**src/rtl/wb_pkg.sv**
```systemverilog
// Shared constants and the write-back request type for the register write-back path.
package wb_pkg;

    localparam int unsigned XLEN_DEF   = 32;
    localparam int unsigned REG_ADDR_W = 5;

    typedef struct packed {
        logic [REG_ADDR_W-1:0] rd;
        logic [XLEN_DEF-1:0]   data;
    } wb_req_t;

endpackage

```
**src/rtl/wb_fifo.sv**
```systemverilog
// Circular buffer holding long-latency write-back requests until the write port is free.
module wb_fifo
    import wb_pkg::*;
#(
    parameter int unsigned DEPTH   = 4,
    parameter type         entry_t = wb_req_t
) (
    input  logic                       clk,
    input  logic                       rst_n,
    input  logic                       push_i,
    input  entry_t                     push_data_i,
    input  logic                       pop_i,
    output entry_t                     head_o,
    output logic                       full_o,
    output logic                       empty_o,
    output logic [$clog2(DEPTH+1)-1:0] count_o
);

    localparam int unsigned PtrW = $clog2(DEPTH);
    localparam int unsigned CntW = $clog2(DEPTH+1);

    entry_t          mem_q [DEPTH];
    logic [PtrW-1:0] wr_ptr_q, rd_ptr_q;
    logic [CntW-1:0] count_q;
    logic            do_push, do_pop;

    assign full_o  = (count_q == CntW'(DEPTH));
    assign empty_o = (count_q == '0);
    assign count_o = count_q;
    assign head_o  = mem_q[rd_ptr_q];
    assign do_push = push_i && !full_o;
    assign do_pop  = pop_i && !empty_o;

    // DEPTH is a power of two, so pointers wrap by natural overflow.
    always_ff @(posedge clk) begin
        if (!rst_n) begin
            wr_ptr_q <= '0;
            rd_ptr_q <= '0;
            count_q  <= '0;
        end else begin
            if (do_push) wr_ptr_q <= wr_ptr_q + 1'b1;
            if (do_pop)  rd_ptr_q <= rd_ptr_q + 1'b1;
            if (do_push && !do_pop)      count_q <= count_q + 1'b1;
            else if (do_pop && !do_push) count_q <= count_q - 1'b1;
        end
    end

    always_ff @(posedge clk) begin
        if (do_push) mem_q[wr_ptr_q] <= push_data_i;
    end

endmodule

```
**src/rtl/reg_writeback.sv**
```systemverilog
// Register-file write-back arbiter: ALU results win, long-latency results drain from a FIFO.
// Define REG_WRITEBACK_BYPASS_EN to let a mem result skip an empty FIFO when the ALU is idle.
module reg_writeback
    import wb_pkg::*;
#(
    parameter int unsigned DEPTH = 4,
    parameter int unsigned XLEN  = XLEN_DEF
) (
    input  logic                       clk,
    input  logic                       rst_n,
    input  logic                       alu_valid_i,
    input  logic [4:0]                 alu_rd_i,
    input  logic [XLEN-1:0]            alu_data_i,
    input  logic                       mem_valid_i,
    output logic                       mem_ready_o,
    input  logic [4:0]                 mem_rd_i,
    input  logic [XLEN-1:0]            mem_data_i,
    input  logic                       issue_valid_i,
    input  logic [4:0]                 issue_rd_i,
    output logic                       wb_regwrite_o,
    output logic [4:0]                 wb_rdaddr_o,
    output logic [XLEN-1:0]            wb_rddata_o,
    output logic [31:0]                busy_o,
    output logic [$clog2(DEPTH+1)-1:0] fifo_count_o
);

    typedef struct packed {
        logic [REG_ADDR_W-1:0] rd;
        logic [XLEN-1:0]       data;
    } req_t;

    req_t             fifo_head;
    logic             fifo_full, fifo_empty;
    logic             mem_fire, push, pop, bypass;
    logic             wr_q, wr_d;
    logic [4:0]       rd_q, rd_d;
    logic [XLEN-1:0]  data_q, data_d;
    logic [31:0]      busy_q, busy_d, busy_set, busy_clr;

    // Ready comes from the registered count only; a full FIFO refuses even while draining.
    assign mem_ready_o = !fifo_full;
    assign mem_fire    = mem_valid_i && mem_ready_o;

`ifdef REG_WRITEBACK_BYPASS_EN
    assign bypass = mem_fire && fifo_empty && !alu_valid_i;
`else
    assign bypass = 1'b0;
`endif

    assign push = mem_fire && !bypass;
    assign pop  = !alu_valid_i && !fifo_empty;

    wb_fifo #(
        .DEPTH   (DEPTH),
        .entry_t (req_t)
    ) u_fifo (
        .clk         (clk),
        .rst_n       (rst_n),
        .push_i      (push),
        .push_data_i ('{rd: mem_rd_i, data: mem_data_i}),
        .pop_i       (pop),
        .head_o      (fifo_head),
        .full_o      (fifo_full),
        .empty_o     (fifo_empty),
        .count_o     (fifo_count_o)
    );

    always_comb begin
        wr_d     = 1'b0;
        rd_d     = rd_q;
        data_d   = data_q;
        busy_clr = '0;
        busy_set = issue_valid_i ? (32'd1 << issue_rd_i) : 32'd0;
        if (alu_valid_i) begin
            wr_d   = (alu_rd_i != '0);
            rd_d   = alu_rd_i;
            data_d = alu_data_i;
        end else if (!fifo_empty) begin
            wr_d     = (fifo_head.rd != '0);
            rd_d     = fifo_head.rd;
            data_d   = fifo_head.data;
            busy_clr = 32'd1 << fifo_head.rd;
        end else if (bypass) begin
            wr_d     = (mem_rd_i != '0);
            rd_d     = mem_rd_i;
            data_d   = mem_data_i;
            busy_clr = 32'd1 << mem_rd_i;
        end
        // Set wins over a same-edge clear; x0 is never pending.
        busy_d = ((busy_q & ~busy_clr) | busy_set) & ~32'd1;
    end

    always_ff @(posedge clk) begin
        if (!rst_n) begin
            wr_q   <= 1'b0;
            rd_q   <= '0;
            data_q <= '0;
            busy_q <= '0;
        end else begin
            wr_q   <= wr_d;
            rd_q   <= rd_d;
            data_q <= data_d;
            busy_q <= busy_d;
        end
    end

    assign wb_regwrite_o = wr_q;
    assign wb_rdaddr_o   = rd_q;
    assign wb_rddata_o   = data_q;
    assign busy_o        = busy_q;

endmodule
```
**config.mk**
```make
export PLATFORM = sky130hd
export DESIGN_NAME = reg_writeback
export DESIGN_NICKNAME = d
export VERILOG_FILES = /design/src/rtl/wb_pkg.sv /design/src/rtl/wb_fifo.sv /design/src/rtl/reg_writeback.sv
export SDC_FILE = /design/constraint.sdc
export NUM_CORES = 1
export LEC_CHECK = 0
export BUFFER_PORTS_ARGS = -buffer_cell sky130_fd_sc_hd__buf_2
export CAP_MARGIN = 20
export CORE_UTILIZATION = 52
export DETAILED_ROUTE_END_ITERATION = 8
export PLACE_DENSITY = 0.76
export REMOVE_ABC_BUFFERS = 1
export SYNTH_ARGS = -nofsm -noshare
export SYNTH_HDL_FRONTEND = slang
export SYNTH_HIERARCHICAL = 1
export SYNTH_SLANG_ARGS = --single-unit
```
**constraint.sdc**
```tcl
create_clock -name clk -period 7.5 [get_ports clk]
set_input_delay 1.5 -clock clk [delete_from_list [all_inputs] [get_ports clk]]
set_output_delay 1.5 -clock clk [all_outputs]
set_load 0.01 [all_outputs]
```
==> results.md <==
* Outcome: complete, no violations
* Number of post-CTS setup repair buffers at 0
* Area used by multi-input combinational logic at 2880 um^2
* Routability congestion estimate from global placement at 0.858
* Min-Delay Path Class: reg -> reg
* Power dissipated by switching net loads at 1.01 mW
* Total setup violations reported at the end of the flow at 0
* Share of synthesized flip-flops with an asynchronous set or reset at 0
* Clock insertion delay at the later pin of the skew report at 500 ps
* Clock network power share at 0.335
* Cell type with the largest total area after synthesis: edfxtp_1
* Synth cell types at 52
* Iter 0 DRT Violations at 439
* Max Slew Vio Count at 0
* Place WS at 3810 ps
* Number of enable-type register cells in the synthesized netlist at 148
* Synth warnings at 6
* Total core area at 17200 um^2
* Area growth from synthesis to layout at 18.5%
* Share of power burned in registers at 0.430
* Design internal power at 2.67 mW
* Critical path cell sequence: buf_2 -> nor2_1 -> o31ai_2 -> ha_1 -> inv_1 -> fa_1 -> xor2_1 -> or3_1 -> a21boi_0
* Port Buf Inserts at 156
* Post-route worst setup slack at 4280 ps
* Worst Setup SP: alu_valid_i
* Number of max-cap violations at 0
* Proportion of layout cells with a drive suffix above 1 at 0.322
* Min cycle time layout at 3220 ps
* Crit path kind: in -> reg
* Non-Filler Instances at 981
* Crit-path max cell delay at 520 ps
* Top Ports at 158
* Detailed-route vias per instance at 5.84
* Chip Height at 135 um
* Crit path capture type: flip-flop
* Antenna violations before repair at 3
* Rel. slew slack at 0.316
* CTS clk-pin slew, worst paths at 60 ps
* Standard-cell row count at 48
* Worst EP required at 7920 ps
* Hold WS at 470 ps
* Area fraction of the dominant cell type after synthesis at 0.487
* Final Hold Viols at 0
* Peak fanout along the critical path at 34
* Clock tree from TritonCTS: done
* Leakage at 4.27 nW
* Standard cell with the maximum stage delay on the critical path: buf_2
* Routed vias at 5729
* Storage cell area at 6010 um^2
* Wire per inst at 19.6 um
* Largest clock skew in the final design at 9.91 ps
* Overall routing resource usage at 0.217
* Arrival time worst endpoint at 3640 ps
* Layout filler cell count at 1245
* Number of instances resized during post-cts repair at 0
* Starting Density at 0.530
* # nets final at 828
* Power Density at 340 nW/um^2
* Element type at the critical path start: primary input
* Placed instance count at 938
* Total of hold buffers inserted after clock tree synthesis at 0
* Peak supply drop at 0.237 mV
* Clock sink count at 226
* Total gr overflow at 0
* Number of buffers on the longest clock path at 3
* Post-route DRC at 0
* Highest achievable clock rate at 310 MHz
* Gate count of the mapped netlist at 593
* Combinational Power Share at 0.235
* RSZ-0062 raised after global routing: no
* Sw Share at 0.275
* Leading register cell type out of synthesis: edfxtp_1
* TritonCTS buffer count at 23
* Synthesized area per cell at 15.4 um^2
* Sequential area share after synthesis at 0.657
* Die width at 135 um
* Setup tns final at 0 ps
* Wire length of the first global-routing pass at 30.2 mm
* Yosys reg bits at 226
* Actual slew at the worst max-slew pin at 1030 ps
* Detailed-routing iteration count for the pre-antenna-repair pass at 7
* Wire length after detailed routing at 19.2 mm
* Area of the die at 18100 um^2
* Part of the cycle the worst path needs at 0.430
* Hold Crit Start: busy_o[28]$_SDFF_PN0_
* Antenna viol nets, final at 0
* H-tree depth at 1
* Sum of net half-perimeters after detailed placement at 11.9 mm
* Buffer cell driving the clock tree root: clkbuf_16
* Area of the mapped netlist at 9140 um^2
* Via count of the first global-routing pass at 5792
* Largest cells by area after synthesis: edfxtp_1, dfxtp_1, mux4_2
* Pin count of the biggest net entering global routing at 94
[final timing paths]
path | endpoint | slack (ps) | cells past startpoint
max reg2reg | busy_o[6]$_SDFF_PN0_ | 4680 | 5
min | busy_o[28]$_SDFF_PN0_ | 470 | 2
min reg2reg | busy_o[28]$_SDFF_PN0_ | 470 | 2
max | u_fifo/count_o[2]$_SDFFE_PN0P_ | 4280 | 9
[state kept, by name, summed over array words and instances, names as in the netlist, named ones only]
register,cells
u_fifo/mem_q,148
wb_rddata_o,32
busy_o,31
wb_rdaddr_o,5
u_fifo/count_o,3
u_fifo/rd_ptr_q,2
u_fifo/wr_ptr_q,2
wb_regwrite_o,1
[through the flow]
step	instance area (um^2)	utilization	power, mW
CTS	10800	0.628	3.71
finish	10800	0.628	3.68
floorplan	8900	-	2.24
global placement	9990	0.580	2.44
global route	10800	0.628	3.85
detailed placement	9990	0.580	2.48
[worst max-delay path: cells and delay by family]
family / cells / cell delay (ps)
buffers and inverters: 2 / 580
and+or+nand+nor: 2 / 480
AOI/OAI and AO/OA: 2 / 290
xor gates and xnor gates: 1 / 160
adders and majority gates: 2 / 620
[final cells by class]
| cell class | count | area share |
|---|---|---|
| sequential | 226 | 0.555 |
| tap | 225 | 0.0260 |
| multi-input combinational | 322 | 0.266 |
| clock inverter | 17 | 0.0224 |
| antenna | 2 | 0.000462 |
| inverter | 6 | 0.00208 |
| timing repair buffer | 159 | 0.0742 |
| clock buffer | 24 | 0.0535 |
[layout by cell type, fill, tap and decap left out, types with 6 or more instances in the layout]
cell type  netlist  final
buf_2           12    156
edfxtp_1       148    148
dfxtp_1         78     76
nand2_1         59     59
mux2i_1         39     39
mux4_2          34     34
o211a_1         25     25
clkbuf_16        0     23
o21ai_0         19     19
and2_1          21     17
a32o_1          16     16
nand3_1         13     13
nor2b_1         10     10
o22ai_1          9      9
nor3b_1          9      9
nand3b_1         7      7
bufinv_16        0      6
[cells in the mapped netlist, types with 7 or more instances]
master    number
a32o_1        16
and2_1        21
buf_2         12
clkbuf_1      17
dfxtp_1       78
edfxtp_1     148
mux2i_1       39
mux4_2        34
nand2_1       59
nand3_1       13
nand3b_1       7
nor2b_1       10
nor3b_1        9
o211a_1       25
o21ai_0       19
o22ai_1        9
[kinds of logic after synthesis]
logic type,synth area share
mux,0.135
xor+xnor,0.00384
flops,0.657
other cells,0.000411
fa+ha+maj,0.00904
simple gates,0.0919
buf+inv,0.0285
compound gates,0.0737
[metal layers]
| metal | wire length (um) | share of wire | track usage |
|---|---|---|---|
| met3 | 1660 | 0.086 | 0.0469 |
| met2 | 9220 | 0.48 | 0.360 |
| met4 | 471 | 0.025 | 0.0743 |
| met1 | 7820 | 0.41 | 0.284 |
| met5 | 13 | 0.00068 | 0 |
[power groups by stage]
stage | sequential, mW | clock [mW] | combinational [mW]
after detailed placement | 1.61 | 0 | 0.868
final | 1.58 | 1.23 | 0.866
after CTS | 1.58 | 1.25 | 0.873
after floorplan | 1.64 | 0 | 0.596
after global placement | 1.59 | 0 | 0.846
after global routing | 1.60 | 1.30 | 0.952
Power figures use the tool's default switching activity.
